[config.mk]
export PLATFORM = sky130hd
export DESIGN_NAME = dds_channel_sched
export DESIGN_NICKNAME = d
export VERILOG_FILES = /design/src/rtl/dds_sched_pkg.sv /design/src/rtl/sched_tag_delay.sv /design/src/rtl/dds_channel_sched.sv
export SDC_FILE = /design/constraint.sdc
export NUM_CORES = 1
export LEC_CHECK = 0
export ABC_AREA = 1
export CAP_MARGIN = 10
export CORE_MARGIN = 3
export CORE_UTILIZATION = 61
export CTS_CLUSTER_SIZE = 40
export DETAILED_ROUTE_END_ITERATION = 8
export PLACE_DENSITY = 0.82
export SETUP_SLACK_MARGIN = 0.15
export SLEW_MARGIN = 15
export SYNTH_ARGS = -nofsm -noshare
export SYNTH_HDL_FRONTEND = slang
export SYNTH_SLANG_ARGS = --single-unit
export TNS_END_PERCENT = 30
[constraint.sdc]
create_clock -name clk -period 11.2 [get_ports clk]
set_input_delay 2.24 -clock clk [delete_from_list [all_inputs] [get_ports clk]]
set_output_delay 2.24 -clock clk [all_outputs]
set_load 0.02 [all_outputs]
[src/rtl/dds_sched_pkg.sv]
// Shared definitions for the time-shared DDS channel scheduler:
// default sizing, FSM state encoding and the channel-index type.
package dds_sched_pkg;

    localparam int NCH_DEF = 4;  // time-shared channels (power of two, 2..8)
    localparam int PW_DEF  = 8;  // phase accumulator / tuning-word width
    localparam int LAT_DEF = 3;  // datapath issue-to-result latency

    typedef enum logic [1:0] {
        ST_IDLE  = 2'd0,
        ST_ISSUE = 2'd1,
        ST_DRAIN = 2'd2
    } sched_state_e;

    // Channel index at the default channel count.
    typedef logic [$clog2(NCH_DEF)-1:0] ch_idx_t;

endpackage

[src/rtl/sched_tag_delay.sv]
// LAT-deep shift register carrying {valid, channel} alongside the shared
// datapath so each result can be tagged with the channel that issued it.
module sched_tag_delay #(
    parameter int LAT = 3,
    parameter int CW  = 2
) (
    input  logic          clk,
    input  logic          rst,
    input  logic          in_valid_i,
    input  logic [CW-1:0] in_ch_i,
    output logic          out_valid_o,
    output logic [CW-1:0] out_ch_o
);

    logic [LAT-1:0] vld_q;
    logic [CW-1:0]  ch_q [LAT];

    // Shift the tag one stage per cycle; reset flushes in-flight tags.
    always_ff @(posedge clk or posedge rst) begin
        if (rst) begin
            vld_q <= '0;
            for (int i = 0; i < LAT; i++) ch_q[i] <= '0;
        end else begin
            vld_q[0] <= in_valid_i;
            ch_q[0]  <= in_ch_i;
            for (int i = 1; i < LAT; i++) begin
                vld_q[i] <= vld_q[i-1];
                ch_q[i]  <= ch_q[i-1];
            end
        end
    end

    assign out_valid_o = vld_q[LAT-1];
    assign out_ch_o    = ch_q[LAT-1];

endmodule

[src/rtl/dds_channel_sched.sv]
// Time-shared DDS channel scheduler. One start pulse runs a frame that
// issues every channel once (0..NCH-1) to a shared sine/multiply datapath,
// advances each phase accumulator, and collects the tagged results.
// Optional build macro: SCHED_PHASE_CLR_EN -- a config write also clears
// that channel's accumulator (phase-coherent retune).
//
// Handshake: dp_valid and out_valid are pure one-cycle strobes with no
// ready/backpressure; the datapath must accept every issue and return its
// result exactly LAT cycles later, and the consumer must take out_sample
// on every cycle out_valid is high.
module dds_channel_sched
    import dds_sched_pkg::*;
#(
    parameter int NCH = NCH_DEF,
    parameter int PW  = PW_DEF,
    parameter int LAT = LAT_DEF,
    localparam int CW = $clog2(NCH)
) (
    input  logic               clk,
    input  logic               rst,
    input  logic               cfg_we,
    input  logic [CW-1:0]      cfg_ch,
    input  logic [PW-1:0]      cfg_inc,
    input  logic signed [7:0]  cfg_amp,
    input  logic               start,
    output logic               busy,
    output logic               dp_valid,
    output logic [PW-1:0]      dp_phase,
    output logic signed [7:0]  dp_mix,
    input  logic [7:0]         dp_result,
    output logic               out_valid,
    output logic [CW-1:0]      out_ch,
    output logic [7:0]         out_sample,
    output logic               frame_done,
    output sched_state_e       dbg_state
);

    sched_state_e      state_q, state_d;
    logic [CW-1:0]     idx_q, idx_d;
    logic              issue;

    logic [PW-1:0]     acc_q [NCH];
    logic [PW-1:0]     inc_q [NCH];
    logic signed [7:0] amp_q [NCH];

    logic              dp_valid_q;
    logic [PW-1:0]     dp_phase_q;
    logic signed [7:0] dp_mix_q;
    logic [CW-1:0]     dp_ch_q;

    logic              tag_valid;
    logic [CW-1:0]     tag_ch;

    logic              out_valid_q;
    logic [CW-1:0]     out_ch_q;
    logic [7:0]        out_sample_q;
    logic              frame_done_q;

    assign issue = (state_q == ST_ISSUE);

    // Frame sequencing: IDLE waits for start, ISSUE walks the channels,
    // DRAIN waits for the last tagged result before going idle again.
    always_comb begin
        state_d = state_q;
        idx_d   = idx_q;
        case (state_q)
            ST_IDLE: begin
                if (start) begin
                    state_d = ST_ISSUE;
                    idx_d   = '0;
                end
            end
            ST_ISSUE: begin
                idx_d = idx_q + CW'(1);
                if (idx_q == CW'(NCH - 1)) state_d = ST_DRAIN;
            end
            ST_DRAIN: begin
                if (frame_done_q) state_d = ST_IDLE;
            end
            default: begin
                state_d = ST_IDLE;
                idx_d   = '0;
            end
        endcase
    end

    // FSM state and issue index registers.
    always_ff @(posedge clk or posedge rst) begin
        if (rst) begin
            state_q <= ST_IDLE;
            idx_q   <= '0;
        end else begin
            state_q <= state_d;
            idx_q   <= idx_d;
        end
    end

    // Per-channel tuning, amplitude and accumulator storage. Reads for the
    // issue see the pre-edge values, so a same-cycle config write only takes
    // effect from the next issue of that channel.
    always_ff @(posedge clk or posedge rst) begin
        if (rst) begin
            for (int i = 0; i < NCH; i++) begin
                acc_q[i] <= '0;
                inc_q[i] <= '0;
                amp_q[i] <= '0;
            end
        end else begin
            if (cfg_we) begin
                inc_q[cfg_ch] <= cfg_inc;
                amp_q[cfg_ch] <= cfg_amp;
            end
            if (issue) acc_q[idx_q] <= acc_q[idx_q] + inc_q[idx_q];
`ifdef SCHED_PHASE_CLR_EN
            // Retune clears the phase; placed last so it beats the advance.
            if (cfg_we) acc_q[cfg_ch] <= '0;
`endif
        end
    end

    // Registered datapath operands; phase/mix hold outside ISSUE.
    always_ff @(posedge clk or posedge rst) begin
        if (rst) begin
            dp_valid_q <= 1'b0;
            dp_phase_q <= '0;
            dp_mix_q   <= '0;
            dp_ch_q    <= '0;
        end else begin
            dp_valid_q <= issue;
            if (issue) begin
                dp_phase_q <= acc_q[idx_q];
                dp_mix_q   <= amp_q[idx_q];
                dp_ch_q    <= idx_q;
            end
        end
    end

    sched_tag_delay #(
        .LAT (LAT),
        .CW  (CW)
    ) u_tag_delay (
        .clk         (clk),
        .rst         (rst),
        .in_valid_i  (dp_valid_q),
        .in_ch_i     (dp_ch_q),
        .out_valid_o (tag_valid),
        .out_ch_o    (tag_ch)
    );

    // Capture the datapath result against its tag; flag the last channel.
    always_ff @(posedge clk or posedge rst) begin
        if (rst) begin
            out_valid_q  <= 1'b0;
            out_ch_q     <= '0;
            out_sample_q <= '0;
            frame_done_q <= 1'b0;
        end else begin
            out_valid_q  <= tag_valid;
            frame_done_q <= tag_valid && (tag_ch == CW'(NCH - 1));
            if (tag_valid) begin
                out_ch_q     <= tag_ch;
                out_sample_q <= dp_result;
            end
        end
    end

    assign busy       = (state_q != ST_IDLE);
    assign dp_valid   = dp_valid_q;
    assign dp_phase   = dp_phase_q;
    assign dp_mix     = dp_mix_q;
    assign out_valid  = out_valid_q;
    assign out_ch     = out_ch_q;
    assign out_sample = out_sample_q;
    assign frame_done = frame_done_q;
    assign dbg_state  = state_q;

endmodule

# Yosys cells after proc, flatten, opt, wreduce, memory -nomap -nowiden
# Index checks and enable logic that the tools add are counted.
dict set report totals {
  ff_bits 140
  in_bits 30
  output_inout_bits 32
  wordCells 71
}
dict set report classes {
  add_sub_neg 2
  n_lt_le_gt_ge 4
  n_eq_ne 7
  n_mux 22
  n_bitwise 3
  reduce_logical 7
}
# op count
set ops {}
lappend ops {{32-bit bitwise mux} 3}
lappend ops {{8-bit 2-to-1 mux} 8}
lappend ops {{8-bit binary-select mux with 2-bit select} 3}
lappend ops {{8-bit demux with 2-bit select} 2}
lappend ops {{2-bit one-hot mux with 3 select lines} 2}
lappend ops {{8-bit adder} 1}
lappend ops {{2-bit 2-to-1 mux} 4}
lappend ops {{2-bit == test, second input constant} 3}
lappend ops {{3-bit >= comparator, second input constant} 2}
lappend ops {{3-bit by 1-bit less-than comparator with 1-bit output, second input constant} 2}
lappend ops {{2-bit inverter with 3-bit output} 2}
lappend ops {{2-bit != test, second input constant} 2}
lappend ops {{1-bit logical AND} 3}
lappend ops {{3-bit AND reduction} 1}
lappend ops {{2-bit by 1-bit adder with 2-bit output, second input constant} 1}
lappend ops {{2-bit by 1-bit == test with 1-bit output, second input constant} 1}
lappend ops {{2-bit logical NOT} 1}
lappend ops {{2-bit by 1-bit != test with 1-bit output, second input constant} 1}
lappend ops {{2-bit AND reduction} 1}
lappend ops {{2-bit nonzero test} 1}
lappend ops {{1-bit inverter} 1}

# Logic depth before layout (Yosys ltp)
dict set report depth {
  word_depth 6
  depth_mapped 16
}

# Hierarchy
# Synthesis repeated with hierarchy kept, for this count alone.
dict set report unflattened {
  hier_cells 681
  hier_area_um2 6133.4
}
# module instances cells_each area_per_inst_um2 seq_area_each_um2
set by_module_without_submodules {}
lappend by_module_without_submodules {dds_channel_sched 1 669 5889.4 3278.1}
lappend by_module_without_submodules {sched_tag_delay 1 12 244.0 225.2}

# Least setup slack after synthesis
# Ideal clock, no wire load.
dict set report synth_timing {
  kind {register to output}
  start {register state_q[1], in the netlist dbg_state[1]}
  end {output port busy}
  arrival_time_ns 0.832
  required_time_ns 8.960
  path_slack_ns 8.128
  path_stages_with_launch 2
  path_buffers 0
  cell_sequence {dfrtp_1 -> or2_2}
}
dict set report synth_via {
  elab_chain_len 1
}
# item line_no
set synth_rtl {}
lappend synth_rtl {{start: declaration} dds_channel_sched.sv:38} ;# sched_state_e state_q, state_d;
lappend synth_rtl {{start signal: assignment} dds_channel_sched.sv:93} ;# state_q <= state_d;
lappend synth_rtl {{2-bit nonzero test} dds_channel_sched.sv:167} ;# assign busy = (state_q != ST_IDLE);
lappend synth_rtl {{end: declaration} dds_channel_sched.sv:26} ;# output logic busy,
# Every way passes these cells.

# Final worst setup path
# Ends and elaborated chain as after synthesis.

==> out/qor.yml <==
crit_path_start: "dbg_state[1]"
rsz0062_at_grt: "no"
clockRootBuffer: "clkbuf_8"
die-width_um: 106
report.final.slew_viol_count: 0
period_share_pct: 36.2
cp_max_fo: 5
fp.dieH_um: 106
setup_viol: 0
antenna_cells: 0
path_cells: "or2_2 -> clkdlybuf4s50_1"
pin_count: 62
initial_core_util_pct: 64.3
maxCapViolations: 0
final-instance-count-excl-fill: 870
critPathLaunchType: "flop"
critical-path-top-delay-family: "buffers and inverters"
place_congestion: 0.839
cts_tree: "built"
num_vias: 5016
nets: 770
worst_pin_slew_ns: 1.17
grt_antenna_before_repair: 0
fin_setup_tns_ns: 0
via_per_inst: 5.77
postCtsHoldBufs: 0
p_leak_nw: 3.54
drt_wl_total_um: 14500
cp-end-kind: "output port"
critPathBufInv: 1
reg2reg_from: "idx_q[0]"
die_area_mm2: 0.0113
ys_seq_elements: 140
slew_headroom_pct: 21.9
core_area_mm2: 0.00950
crit_arrival_ns: 1.82
cts_resized: 0
vdd_drop_max_mv: 0.151
status: "finished, final reports clean"
slowest_stage: "clkdlybuf4s50_1"
crit_type: "reg -> out"
clk_pin_slew_ns: 0.06
synth_edf_count: 0
grt_pass1_vias: 5176
syn_inst: 678
synth_nets: 720
worstHoldStart: "u_tag_delay.ch_q[5]"
drc: 0
synth_area_mm2: 0.00611
drive_gt1_share_pct: 7.02
syn_to_final_growth_pct: 19.7
async_reset_ff_share_pct: 100
drt_iter0_drc: 347
finalHoldViolCount: 0
drtPass1Iterations: 5
grt_usage_pct: 27.5
grt_max_degree: 79
r2r_slack_ns: 7.91
clock_skew_ns: 0.00760
synth_cell_types: 31
reg2reg_depth: 13
cts_setup_buffers: 0
cts_buffers: 17
powerDensity_mw_per_mm2: 323
endpoint: "busy"
ys_seq_area_share_pct: 57.3
clk_latency_ns: 0.53
post-place-cells: 838
htree_levels: 4
dp_hpwl_um: 8720
cp_num_cells: 2
portBuffers: 61
rows: 35
clock_sinks: 140
critPathMaxStageDelay_ns: 0.55
r2r-end: "acc_q[6]"
ys_warn_count: 0
wl_per_cell_um: 16.7
fmax_mhz: 246
grt_first_pass_wirelength_um: 24500
min_path_type: "reg -> reg"
syn_avg_cell_area_um2: 9.02
period_needed_ns: 4.06
clockBufferDepth: 2
final_antenna_net_count: 0
synthFlopType: "dfrtp_1"
grt-ovfl-total: 0
cp.required_ns: 8.96
## Yosys cell counts, types with 8 or more instances
library cell	instances	area, µm²
nand3_1	22	110
ha_1	11	138
o22ai_1	13	81.3
nand2_1	204	766
inv_1	40	150
nor2_1	52	195
buf_2	11	55.1
mux2i_1	10	100
o21ai_0	115	576
dfrtp_1	140	3500
clkbuf_1	15	56.3
mux2_2	8	90.1
## registers in the layout, indices dropped and copies added, names as in the netlist
| name | cells |
|---|---|
| acc_q | 32 |
| amp_q | 32 |
| inc_q | 32 |
| dp_mix | 8 |
| dp_phase | 8 |
| out_sample | 8 |
| u_tag_delay.ch_q | 4 |
| u_tag_delay.vld_q | 3 |
| dbg_state | 2 |
| dp_ch_q | 2 |
| idx_q | 2 |
| out_ch | 2 |
| u_tag_delay.out_ch_o | 2 |
| dp_valid | 1 |
| frame_done | 1 |
| out_valid | 1 |
## area by class of cell
class / count / area (µm²)
sequential: 140 / 3500
inverter: 42 / 160
fill: 629 / 2180
clock inverter: 14 / 160
tap: 129 / 161
multi-input combinational: 463 / 2280
timing repair buffer: 64 / 633
clock buffer: 18 / 418
## routing by layer
layer / up-vias / part of all wire [%] / global-route usage [%]
li1: 2317 / - / -
met5: - / 0 / 0
met1: 2452 / 40 / 32.8
met3: 39 / 6.2 / 6.50
met4: 0 / 2.5 / 12.5
met2: 208 / 51 / 47.3
## through the flow
step / total power, mW / area [µm²] / util, % / hold slack [ns] / setup slack, ns
finish: 2.36 / 7320 / 77.0 / 0.349 / 7.14
global route: 2.53 / 7320 / 77.0 / 0.358 / 7.08
CTS: 2.36 / 7310 / 77.0 / 0.349 / 7.13
detailed placement: 1.79 / 6740 / 70.9 / 0.335 / 6.94
global placement: 1.74 / 6740 / 70.9 / 0.332 / 6.99
floorplan: 1.49 / 6110 / - / 0.331 / 5.21
## where the power goes
group / switching [mW] / internal [mW] / leakage [nW]
Clock: 0.229 / 0.322 / 0.275
Combinational: 0.658 / 0.378 / 1.53
Sequential: 0.0968 / 0.677 / 1.74
## cell usage in the layout (no fill, tap or decap), drive strengths merged
master and count:
nor2 53, o22ai 13, nand2 204, clkdlybuf4s50 61
clkinv 4, a32oi 1, mux2 8, xnor2 2
fa 1, ha 11, nand3b 1, bufinv 2
o21bai 1, mux2i 10, dfrtp 140, o21ai 118
xor2 1, or2 2, clkbuf 18, nand3 24
a31oi 3, inv 47, a21oi 5, o221ai 5
buf 3, clkinvlp 3
## worst min path at each step
stage                           to  slack (ns)  cells past startpoint
4_1_cts        u_tag_delay.ch_q[3]        0.35                      0
2_1_floorplan  u_tag_delay.ch_q[2]        0.33                      0
6_report       u_tag_delay.ch_q[3]        0.35                      0
5_1_grt        u_tag_delay.ch_q[3]        0.36                      0
3_3_place_gp   u_tag_delay.ch_q[2]        0.33                      0
3_5_place_dp   u_tag_delay.ch_q[3]        0.33                      0
## cells by family after synthesis
family / Yosys count / share of synthesized area (%)
buffers and inverters: 75 / 5.44
DFF: 140 / 57.3
and+or+nand+nor: 284 / 18.3
muxes: 18 / 3.11
adders and majority gates: 12 / 2.58
xor gates and xnor gates: 3 / 0.430
AOI/OAI and AO/OA: 146 / 12.9
Note: power is estimated with default switching activity, not from simulation.
